--- src/rtl/sample_scheduler.sv ---
// sample_scheduler: phase-locked read/write strobe sequencer.
// One read every divisor cycles, its write latency cycles later.
module sample_scheduler #(
  parameter int DIV_WIDTH = 16,
  parameter int LAT_WIDTH = 8,
  parameter int CNT_WIDTH = 32
) (
  input  logic                 clk,
  input  logic                 rst_n,
  input  logic                 start,
  input  logic                 stop,
  input  logic [DIV_WIDTH-1:0] divisor,
  input  logic [LAT_WIDTH-1:0] latency,
  input  logic [CNT_WIDTH-1:0] num_samples,
  output logic                 read_stb,
  output logic                 write_stb,
  output logic                 busy,
  output logic                 done,
  output logic                 cfg_error,
  output logic [CNT_WIDTH-1:0] read_count,
  output logic [CNT_WIDTH-1:0] write_count
);

  localparam int CMP_W =
    (DIV_WIDTH > LAT_WIDTH) ? DIV_WIDTH : LAT_WIDTH;

  typedef enum logic [1:0] {
    S_IDLE,
    S_RUN,
    S_DRAIN,
    S_DONE
  } state_t;

  state_t               r_state;
  logic [DIV_WIDTH-1:0] r_div;
  logic [DIV_WIDTH-1:0] r_phase;
  logic [LAT_WIDTH-1:0] r_lat;
  logic [LAT_WIDTH-1:0] r_lat_tmr;
  logic [CNT_WIDTH-1:0] r_num;
  logic [CNT_WIDTH-1:0] r_issued;
  logic [CNT_WIDTH-1:0] r_read_count;
  logic [CNT_WIDTH-1:0] r_write_count;
  logic                 r_read_stb;
  logic                 r_write_stb;
  logic                 r_busy;
  logic                 r_done;
  logic                 r_cfg_error;

  logic                 w_cfg_bad;
  logic [CNT_WIDTH-1:0] w_issued_nxt;
  logic                 w_last_read;

  assign w_cfg_bad = (divisor == '0) ||
    (CMP_W'(latency) >= CMP_W'(divisor));
  assign w_issued_nxt = r_issued + CNT_WIDTH'(1);
  assign w_last_read = (r_num != '0) &&
    (w_issued_nxt == r_num);

  always_ff @(posedge clk or negedge rst_n) begin
    if (!rst_n) begin
      r_state       <= S_IDLE;
      r_div         <= '0;
      r_phase       <= '0;
      r_lat         <= '0;
      r_lat_tmr     <= '0;
      r_num         <= '0;
      r_issued      <= '0;
      r_read_count  <= '0;
      r_write_count <= '0;
      r_read_stb    <= 1'b0;
      r_write_stb   <= 1'b0;
      r_busy        <= 1'b0;
      r_done        <= 1'b0;
      r_cfg_error   <= 1'b0;
    end else begin
      r_read_stb  <= 1'b0;
      r_write_stb <= 1'b0;
      r_done      <= 1'b0;
      r_cfg_error <= 1'b0;
      if (r_read_stb)
        r_read_count <= r_read_count + CNT_WIDTH'(1);
      if (r_write_stb)
        r_write_count <= r_write_count + CNT_WIDTH'(1);
      // latency < divisor: at most one write pending
      if (r_lat_tmr != '0) begin
        r_lat_tmr <= r_lat_tmr - LAT_WIDTH'(1);
        if (r_lat_tmr == LAT_WIDTH'(1))
          r_write_stb <= 1'b1;
      end
      unique case (r_state)
        S_IDLE: begin
          if (start && w_cfg_bad) begin
            r_cfg_error <= 1'b1;
          end else if (start) begin
            r_div         <= divisor;
            r_lat         <= latency;
            r_num         <= num_samples;
            r_read_count  <= '0;
            r_write_count <= '0;
            r_busy        <= 1'b1;
            r_read_stb    <= 1'b1;
            r_issued      <= CNT_WIDTH'(1);
            r_phase       <= divisor - DIV_WIDTH'(1);
            if (latency == '0) r_write_stb <= 1'b1;
            else               r_lat_tmr   <= latency;
            r_state <= (num_samples == CNT_WIDTH'(1)) ?
              S_DRAIN : S_RUN;
          end
        end
        S_RUN: begin
          if (stop) begin
            r_state <= S_DRAIN;
          end else if (r_phase != '0) begin
            r_phase <= r_phase - DIV_WIDTH'(1);
          end else begin
            r_read_stb <= 1'b1;
            r_issued   <= w_issued_nxt;
            r_phase    <= r_div - DIV_WIDTH'(1);
            if (r_lat == '0) r_write_stb <= 1'b1;
            else             r_lat_tmr   <= r_lat;
            if (w_last_read) r_state <= S_DRAIN;
          end
        end
        S_DRAIN: begin
          if (r_lat_tmr == '0) begin
            r_state <= S_DONE;
            r_busy  <= 1'b0;
            r_done  <= 1'b1;
          end
        end
        S_DONE: begin
          r_state <= S_IDLE;
        end
        default: r_state <= S_IDLE;
      endcase
    end
  end

  assign read_stb    = r_read_stb;
  assign write_stb   = r_write_stb;
  assign busy        = r_busy;
  assign done        = r_done;
  assign cfg_error   = r_cfg_error;
  assign read_count  = r_read_count;
  assign write_count = r_write_count;

endmodule

--- config.mk ---
export PLATFORM = sky130hd
export DESIGN_NAME = sample_scheduler
export DESIGN_NICKNAME = d
export VERILOG_FILES = /design/src/rtl/sample_scheduler.sv
export SDC_FILE = /design/constraint.sdc
export NUM_CORES = 1
export LEC_CHECK = 0
export ABC_AREA = 1
export CAP_MARGIN = 20
export CORE_MARGIN = 4
export CORE_UTILIZATION = 48
export CTS_CLUSTER_SIZE = 12
export DETAILED_ROUTE_END_ITERATION = 16
export GPL_TIMING_DRIVEN = 0
export PLACE_DENSITY = 0.7
export SETUP_SLACK_MARGIN = 0.3
export SYNTH_ARGS = -nofsm -noshare
export SYNTH_HDL_FRONTEND = slang
export SYNTH_SLANG_ARGS = --single-unit
--- constraint.sdc ---
create_clock -name clk -period 5.6 [get_ports clk]
set_clock_uncertainty 0.2 [all_clocks]
set_input_delay 1.12 -clock clk [delete_from_list [all_inputs] [get_ports clk]]
set_output_delay 1.12 -clock clk [all_outputs]
set_load 0.03 [all_outputs]
# After elaboration in Yosys (flattened, before gate mapping)
# Index checks and enable logic that the tools add are counted.
# word_totals
wordCells	110
ff_bits	183
output_inout_bits	69
# op_classes
eq_ne	13
n_lt_le_gt_ge	1
bitwise	1
muxes	56
n_addsub	7
n_reduce_logical	18
# ops
cell	n
$mux W32	12
$add A32 B1 Y32 const B	3
$mux W16	4
$pmux W32 S2	1
$mux W8	7
$sub A16 B1 Y16 const B	3
$eq A32 B1 Y1 const B	1
$eq A32 B32 Y1	1
$pmux W16 S2	1
$reduce_bool A32 Y1	1
$logic_not A8 Y1	3
$mux W1	19
$ge A8 B16 Y1	1
$logic_not A16 Y1	1
$pmux W8 S2	1
$reduce_bool A16 Y1	1
$mux W2	7
$ne A2 B2 Y1 const B	5
$reduce_and A5 Y1	2
$eq A8 B1 Y1 const B	1
$pmux W2 S4	1
$reduce_and A4 Y1	2
$reduce_bool A8 Y1	1
$sub A8 B1 Y8 const B	1
10 further kinds	16

# Logic depth before layout (Yosys ltp)
# Gate-level depths: netlist of the first run.
# logic_depth
depth_word	7
mapped_depth	18
ltp_nobuf	18

# Worst setup path after synthesis of the first run
# Ideal clock, no wire load.
# synth_timing
path_type	in2reg
start	input divisor[7]
end	register r_issued[13]
t_required_ns	5.267
setup_slack_ns	2.484
arrival_time_ns	2.783
path_buffers	1
path_stages	12
cell_sequence	inv_1 -> ha_1 -> a21oi_1 -> o21ai_0 -> o21bai_1 -> o21ai_2 -> nand3_2 -> a21boi_4 -> nand2_4 -> clkbuf_1 -> nand2_1 -> o21ai_0
# synth_between
elab_chain_cells	5
# synth_lines
element	line_no	source
from (decl)	12	input logic [DIV_WIDTH-1:0] divisor,
$ge A8 B16 Y1 or $logic_not A16 Y1 (tied branches)	54, 53	
$logic_or A1 B1 Y1 *	53	assign w_cfg_bad = (divisor == '0) ||
$logic_and A1 B1 Y1 *	92	if (start && w_cfg_bad) begin
$ne A2 B2 Y1 (no source line) *	-	
$reduce_and A5 Y1 (no source line) *	-	
to (signal assigned)	117	r_issued <= w_issued_nxt;
to (decl)	40	logic [CNT_WIDTH-1:0] r_issued;
# Every way passes the cells marked *; elsewhere a longest branch is shown, timed or not.
# A chain may end at the register's enable or synchronous reset.

# Final worst setup path of the first run
# layout_timing
start	input divisor[7]
end	register r_num[18]
# layout_between
elab_chain_cells	5
# layout_lines
element	line_no	source
$ge A8 B16 Y1 or $logic_not A16 Y1 (tied branches)	54, 53	
$logic_or A1 B1 Y1 *	53	
$logic_and A1 B1 Y1 *	92	
$not A1 Y1 (no source line) *	-	
$reduce_and A3 Y1 (no source line) *	-	
to (signal assigned)	97	r_num <= num_samples;
to (decl)	39	logic [CNT_WIDTH-1:0] r_num;
# Marks and branches as above.

==> flow_summary.toml, run 1 <==
[drt]
antenna_left = 0
dr.pass1.iters = 5
drt-initial-drc-count = 781
drcViolationCount = 0
vias = 10700
vias_per_cell = 5.27
wl_um = 31200
wl_per_cell_um = 15.3

[grt]
grt_pass1_vias = 10300
grt_usage = 0.242
overflow = 0
grt_pass1_wl_um = 51100
grt_antenna_before_repair = 0
grt_start_max_net_pins = 109

[floorplanning]
initial_core_util = 0.491
chipWidth_um = 161
die_y_um = 161
core_um2 = 22800
io_pins = 129
die-area_um2 = 25900
core.rowCount = 55

[yosys]
synth_compound_area_frac = 0.0754
seq_area_frac_synth = 0.408
syn_nets = 1641
synth_fa_ha_area_frac = 0.0190
yosys.area_share.simple = 0.369
synth_cell_types = 48
yosysWarnings = 0
synthXorXnorAreaFrac = 0.0573
netlist_instances = 1564
synth_top_family_by_area = "simple AND/OR/NAND/NOR gates"
synth_seq_cells = 183
synthMuxAreaShare = 0
avgSynthCellArea_um2 = 7.18
synth_area_um2 = 11200

[critical_path]
crit_top_cell = "o21ai_0"
worstPathMaxFanout = 10
worstRegToRegCells = 10
path_class = "in2reg"
crit_chain = "clkdlybuf4s50_1 -> inv_1 -> ha_1 -> a21oi_1 -> o21ai_0 -> o21bai_1 -> o21ai_2 -> nand3_2 -> nor2_1 -> buf_2 -> clkbuf_1 -> o21ai_0"
startpoint_type = "input pin"
cp.arrival_ns = 4.01
worst-endpoint-required_ns = 5.70
cp_slowest_cell = "clkdlybuf4s50_1"
cp_slowest_stage_delay_ns = 0.57
worstSetupEndpointType = "flop"

[finish]
final_nets = 1789
final_common_cell = "nand2_1"
regArea_um2 = 4580
antenna-diode-count = 0
drive_above_1_share = 0.0696
syn_to_final_growth_pct = 21.0
fillers = 2158
fin_cells = 2038
multi_input_comb_area_um2 = 5850
final_cell_mix = "nand2_1 (477), nor2_1 (210), dfrtp_1 (183)"

[power]
ir_drop_v = 0.000274
powerDensity_nw_per_um2 = 381
power.leakage_nw = 6.13
power_mw = 5.17

[timing]
hold_ws_ns = 0.281
setup_viol = 0
drv_slew = 0
min_period_over_period = 0.698
rsz0062_at_grt = "no"
hold_viol_final = 0
fmax_mhz = 256
period_minus_slack_ns = 3.91
worstMarginPinSlew_ns = 0.680
relSlewSlack = 0.542

[clock_tree]
clock-sinks = 183
cts_root_buf = "clkbuf_16"
cts_tree = "built"
path_clk_slew_ns = 0.08
insertion_delay_ns = 0.44
h-tree-depth = 4
post_cts_buffers = 0
clockBufferDepth = 2
hold_buffers = 0
numCtsBuffers = 17
postCtsResizedCells = 0

[status]
status = "finished clean"

[placed_design]
io_buffer_count = 128
dp.cells = 2006
hpwl_um = 23500
gp_congestion = 0.970

[min_path]
hold_depth = 2
hold_path.class = "reg2reg"

[flow_run]
drv_cap = 0
## final cells by class
class / count / area share
well taps: 313 / 0.0288
repair buffers: 129 / 0.0967
plain buffers: 36 / 0.0122
inverters: 168 / 0.0464
clock buffers: 17 / 0.0313
flip-flops and latches: 183 / 0.337
multi-input cells: 1177 / 0.431
clock inverters: 15 / 0.0167
## cells in the mapped netlist (all sizes together)
cell / n / area [um^2]
a21oi: 19 / 95.1
xor2: 43 / 377
nor3: 25 / 151
nand4: 24 / 150
ha: 17 / 213
o21ai: 103 / 519
nor3b: 2 / 15.0
a21boi: 3 / 33.8
o211ai: 2 / 15.0
o221ai: 1 / 8.76
and2: 3 / 18.8
o21a: 1 / 7.51
a22oi: 2 / 15.0
nand2: 496 / 1930
inv: 168 / 631
nand3b: 12 / 90.1
nor4: 19 / 146
and3: 1 / 6.26
buf: 22 / 113
o22ai: 15 / 93.8
or2: 6 / 37.5
or4: 2 / 15.0
nor2: 231 / 991
dfrtp: 183 / 4580
clkbuf: 14 / 52.6
xnor2: 26 / 243
a21o: 1 / 7.51
o21bai: 5 / 37.5
xor3: 1 / 23.8
nand3: 115 / 596
a31oi: 2 / 12.5
## worst max-delay path, delay by kind of cell
kind | cells | cell delay [ns]
AO/OA/AOI/OAI | 5 | 0.71
adder cells (fa/ha/maj) | 1 | 0.33
buffers and inverters | 4 | 1.38
AND/OR/NAND/NOR | 2 | 0.44
## kinds of logic after synthesis
group / count (synthesis)
simple gates: 936
buf+inv: 204
fa+ha+maj: 17
compound gates: 154
flops: 183
xor+xnor: 70
## stage by stage
step | TNS [ns] | instance area (um^2) | setup slack [ns] | util
after global placement | -852.82 | 12900 | -4.68 | 0.564
after floorplan | 0 | 11200 | 2.48 | -
after detailed placement | 0 | 12900 | 1.28 | 0.566
after global routing | 0 | 13600 | 1.45 | 0.594
final | 0 | 13600 | 1.69 | 0.594
after CTS | 0 | 13600 | 1.73 | 0.594
## sequential cells by signal, summed over array words and instances (netlist names)
name and cells:
busy 1, r_state 2, r_issued 32, write_count 32, read_count 32, r_div 16, done 1, r_phase 16
read_stb 1, r_lat 8, r_num 32, write_stb 1, cfg_error 1, r_lat_tmr 8
## final timing paths
| check | slack [ns] | endpoint | startpoint |
|---|---|---|---|
| worst min-delay path | 0.28 | r_div[15] | r_div[15] |
| worst max-delay path | 1.69 | r_num[18] | divisor[7] |
| min in group asynchronous | 0.45 | r_div[11] | rst_n |
| worst max register to register | 2.40 | r_state[0] | r_state[1] |
| worst min register to register | 0.28 | r_div[15] | r_div[15] |
| max in group asynchronous | 3.76 | r_lat[2] | rst_n |
## power breakdown
group / internal (mW) / leakage, nW / switching (mW)
Clock: 0.697 / 0.315 / 0.619
Combinational: 0.651 / 3.40 / 1.33
Sequential: 1.64 / 2.41 / 0.227
Total: 2.99 / 6.13 / 2.18
## routing by layer
metal / track usage / share of wire / wire length [um] / vias up
li1: - / - / - / 5291
met1: 0.348 / 0.47 / 14700 / 5069
met2: 0.383 / 0.45 / 14100 / 333
met3: 0.0336 / 0.056 / 1760 / 46
met4: 0.0698 / 0.020 / 622 / 0
met5: 0 / 0 / 0 / -
Power figures use the tool's default switching activity.
==> inputs of run 2 (changes only) <==
- clock period: 5.6 -> 3.95 ns (I/O delays scaled with it)
==> run 2 against run 1 <==
Effect of this change: combinational power up 42%; global-route usage unchanged; first-iteration DRC count is 12% higher; clock power is 42% higher; register-to-register slack worse by 1.7 ns; highest routed layer unchanged.
==> flow_summary.toml, run 2 (same netlist as run 1, synthesis figures left out) <==
[finish]
final_common_cell = "nand2_1"
final_cell_mix = "nand2_1 (477), nor2_1 (210), dfrtp_1 (183)"
final_nets = 1791
post-route-util = 0.595
drive_above_1_share = 0.0712
antenna-diode-count = 0
syn_to_final_growth_pct = 21.1
fillers = 2155

[floorplanning]
chipWidth_um = 161
die-area_um2 = 25900
initial_core_util = 0.491
die_y_um = 161
io_pins = 129
core.rowCount = 55
core_um2 = 22800

[drt]
dr.pass1.iters = 5
wl_um = 31200
vias_per_cell = 5.28
antenna_left = 0
vias = 10800
drt-initial-drc-count = 875
wl_per_cell_um = 15.3
drcViolationCount = 0

[timing]
layout_setup_ws_ns = 0.532
hold_viol_final = 0
fmax_mhz = 293
period_minus_slack_ns = 3.42
worstMarginPinSlew_ns = 0.701
drv_slew = 0
min_period_over_period = 0.865
rsz0062_at_grt = "no"
setup_viol = 0
relSlewSlack = 0.533

[critical_path]
crit_chain = "clkdlybuf4s50_1 -> inv_1 -> ha_1 -> a21oi_1 -> o21ai_0 -> o21bai_1 -> o21ai_2 -> nand3_2 -> nor2_1 -> buf_2 -> clkbuf_1 -> o21ai_0"
worstRegToRegCells = 10
worstSetupEndpointType = "flop"
cp.arrival_ns = 3.52
cp_slowest_cell = "clkdlybuf4s50_1"
r2r-end = "r_state[0]"
path_class = "in2reg"
worstPathMaxFanout = 10
startpoint_type = "input pin"
crit_top_cell = "o21ai_0"
cp_slowest_stage_delay_ns = 0.57
path_delay_family = "buffers and inverters"
path_buf_inv = 4
rrSetupSlack_ns = 0.75
worst-endpoint-required_ns = 4.05
reg2reg_from = "r_state[1]"

[grt]
grt_pass1_wl_um = 51100
overflow = 0
grt_pass1_vias = 10300
grt_start_max_net_pins = 109
grt_antenna_before_repair = 0
grt_usage = 0.242

[power]
pwr-share-seq = 0.360
swShare = 0.421
clockPowerShare = 0.254
internal_power_mw = 4.26
power.leakage_nw = 6.14
power_mw = 7.35
powerDensity_nw_per_um2 = 541
combPwrFrac = 0.386
p_sw_mw = 3.09
ir_drop_v = 0.000381

[placed_design]
hpwl_um = 23500
gp_congestion = 0.970
io_buffer_count = 128
post-place-ws_ns = -0.0369

[clock_tree]
numCtsBuffers = 17
insertion_delay_ns = 0.45
clockBufferDepth = 2
h-tree-depth = 4
cts_tree = "built"
hold_buffers = 0
clock-sinks = 183
path_clk_slew_ns = 0.08
cts_root_buf = "clkbuf_16"

[min_path]
hold_path.class = "in2async"

[flow_run]
drv_cap = 0

[status]
status = "finished clean"
-- run 2: how the worst max path moves through the flow --
stage | cells after the start | slack (ns) | start | end
after floorplan | 12 | 1.16 | divisor[7] | r_issued[13]
after global placement | 1 | -6.00 | rst_n | write_count[30]
after detailed placement | 12 | -0.04 | divisor[7] | r_num[18]
after CTS | 12 | 0.41 | divisor[7] | r_num[18]
after global routing | 14 | 0.35 | divisor[7] | r_num[14]
final | 12 | 0.53 | divisor[7] | r_lat[4]
-- run 2: timing repair --
action,CTS,global route
endpoints found under the setup margin,0,35
buffers inserted,0,2
resized for setup,0,2
-- run 2: layout make-up --
type                            count  area [um^2]  area share
Buffer                             36          166      0.0122
Clock buffer                       17          425      0.0313
Clock inverter                     15          226      0.0167
Inverter                          168          631      0.0464
Multi-Input combinational cell   1177         5850       0.430
Sequential cell                   183         4580       0.337
Tap cell                          313          392      0.0288
Timing Repair Buffer              131         1330      0.0977
-- run 2: power by group through the flow --
stage	Combinational [mW]	Clock (mW)	Sequential, mW
after floorplan	1.89	0	2.63
after global routing	3.19	1.97	2.70
after detailed placement	2.79	0	2.68
after global placement	2.72	0	2.67
final	2.83	1.87	2.65
after CTS	2.80	1.89	2.64
-- run 2: stage by stage --
step | area [um^2] | hold slack [ns] | TNS (ns) | instances
after global placement | 12900 | 0.255 | -1094.38 | 2005
after floorplan | 11200 | 0.242 | 0 | 1564
after CTS | 13600 | 0.144 | 0 | 2038
final | 13600 | 0.121 | 0 | 2040
after global routing | 13600 | 0.165 | 0 | 2040
after detailed placement | 12900 | 0.265 | -0.167 | 2006
-- run 2: metal layers --
metal	track usage	up-vias	wire, um
li1	-	5293	-
met2	0.383	334	14100
met5	0	-	0
met4	0.0698	0	660
met1	0.348	5091	14600
met3	0.0336	50	1870
-- run 2: worst reg2reg max path: cells and delay by family, from the launching register on --
family | cells | cell delay [ns]
flip-flops | 1 | 0.41
AND/OR/NAND/NOR | 6 | 1.65
adder cells (fa/ha/maj) | 1 | 0.14
AO/OA/AOI/OAI | 1 | 0.09
buffers and inverters | 2 | 0.60
==> inputs of run 3 (changes only) <==
- clock period: 3.95 -> 3.4 ns (I/O delays scaled with it)
==> run 3 against run 2 <==
Effect of this change: combinational power up 18%; die area unchanged; largest cell class unchanged; flip-flop and latch count unchanged; sequential share of layout area down 0.21 points; core utilization up 0.37 points; cell count about the same.
==> flow_summary.toml, run 3 (same netlist as run 1, synthesis figures left out) <==
[grt]
grt_start_max_net_pins = 109
overflow = 0
grt_usage = 0.242
grt_antenna_before_repair = 0
grt_pass1_vias = 10300
grt_pass1_wl_um = 51200

[timing]
fmax_mhz = 338
drv_slew = 0
relSlewSlack = 0.548
worstMarginPinSlew_ns = 0.678
period_minus_slack_ns = 2.95
layout_setup_ws_ns = 0.445
hold_viol_final = 0
setup_viol = 0
min_period_over_period = 0.869
hold_ws_ns = 0.0130
setup_tns_ns = 0
rsz0062_at_grt = "no"

[clock_tree]
cts_root_buf = "clkbuf_16"
cts_tree = "built"
clock-sinks = 183
hold_buffers = 0
numCtsBuffers = 17
h-tree-depth = 4
path_clk_slew_ns = 0.08
clockBufferDepth = 2
insertion_delay_ns = 0.45

[power]
p_sw_mw = 3.60
pwr-share-seq = 0.358
combPwrFrac = 0.390
swShare = 0.419
internal_power_mw = 4.99
clockPowerShare = 0.252
power.leakage_nw = 6.23
ir_drop_v = 0.000444
powerDensity_nw_per_um2 = 628
power_mw = 8.59

[floorplanning]
initial_core_util = 0.491
io_pins = 129
die-area_um2 = 25900
core_um2 = 22800
die_y_um = 161
core.rowCount = 55
chipWidth_um = 161

[status]
status = "finished clean"

[drt]
wl_um = 31200
vias_per_cell = 5.28
dr.pass1.iters = 6
wl_per_cell_um = 15.3
antenna_left = 0
drcViolationCount = 0
drt-initial-drc-count = 856
vias = 10800

[critical_path]
worstSetupEndpointType = "flop"
worstRegToRegCells = 7
reg2reg_from = "r_state[1]"
startpoint_type = "flop"
worstPathMaxFanout = 10
rrSetupSlack_ns = 0.45
r2r-end = "r_issued[26]"
cp.arrival_ns = 3.11
path_class = "reg2reg"
worst-endpoint-required_ns = 3.56

[placed_design]
io_buffer_count = 128
gp_congestion = 0.970
dp.cells = 2006
dpl-instance-area_um2 = 12900
hpwl_um = 23500
post-place-ws_ns = -0.477

[min_path]
hold_path.class = "in2async"

[finish]
antenna-diode-count = 0
drive_above_1_share = 0.0793
final_cell_mix = "nand2_1 (477), nor2_1 (208), dfrtp_1 (183)"
syn_to_final_growth_pct = 21.9
post-route-util = 0.599
fillers = 2149
fin_cells = 2041
design_area_um2 = 13700
final_nets = 1792
final_common_cell = "nand2_1"

[flow_run]
drv_cap = 0
run 3: cell count changes in the layout (fill, tap and decap cells not counted), sizes merged:
cell,delta
clkdlybuf4s50,-6
dlymetal6s2s,+6
clkbuf,+5
buf,-4
run 3: how the worst max path moves through the flow:
stage | from | endpoint | slack [ns] | cells past startpoint
6_report | r_state[1] | r_issued[26] | 0.45 | 7
2_1_floorplan | divisor[7] | r_issued[13] | 0.72 | 12
5_1_grt | latency[7] | r_lat_tmr[7] | 0.32 | 14
3_5_place_dp | divisor[7] | r_num[18] | -0.48 | 12
3_3_place_gp | rst_n | write_count[30] | -6.44 | 1
4_1_cts | divisor[7] | r_num[6] | 0.23 | 13
run 3: area by class of cell:
cell class	count	area [um^2]	area share
multi-input cells	1177	5870	0.429
flip-flops and latches	183	4580	0.335
repair buffers	132	1360	0.0997
inverters	168	631	0.0461
clock buffers	17	425	0.0311
well taps	313	392	0.0286
clock inverters	15	226	0.0166
plain buffers	36	195	0.0143
run 3: what timing repair did:
action	CTS	global route
endpoints found under the setup margin	161	179
resized for setup	9	24
pin swaps	1	1
hold endpoints to repair	0	0
setup buffers	1	2
run 3: per-layer routing:
layer,wire (um),part of all wire,vias up,global-route usage
met5,0,0,-,0
met4,625,0.020,0,0.0667
met3,1860,0.060,54,0.0346
met2,14100,0.45,336,0.385
met1,14600,0.47,5080,0.347
li1,-,-,5301,-
run 3: power by group through the flow:
stage               Sequential [mW]  Clock (mW)  Combinational, mW
global route                   3.14        2.29               3.76
detailed placement             3.11           0               3.24
finish                         3.08        2.17               3.35
CTS                            3.07        2.19               3.30
global placement               3.10           0               3.16
floorplan                      3.06           0               2.20
run 3: worst max-delay path, stage by stage (launching register included):
cell,delay [ns]
dfrtp_1,0.41
inv_1,0.10
ha_2,0.25
clkbuf_1,0.46
clkbuf_1,0.58
clkbuf_1,0.55
nand3_1,0.13
o21ai_0,0.18
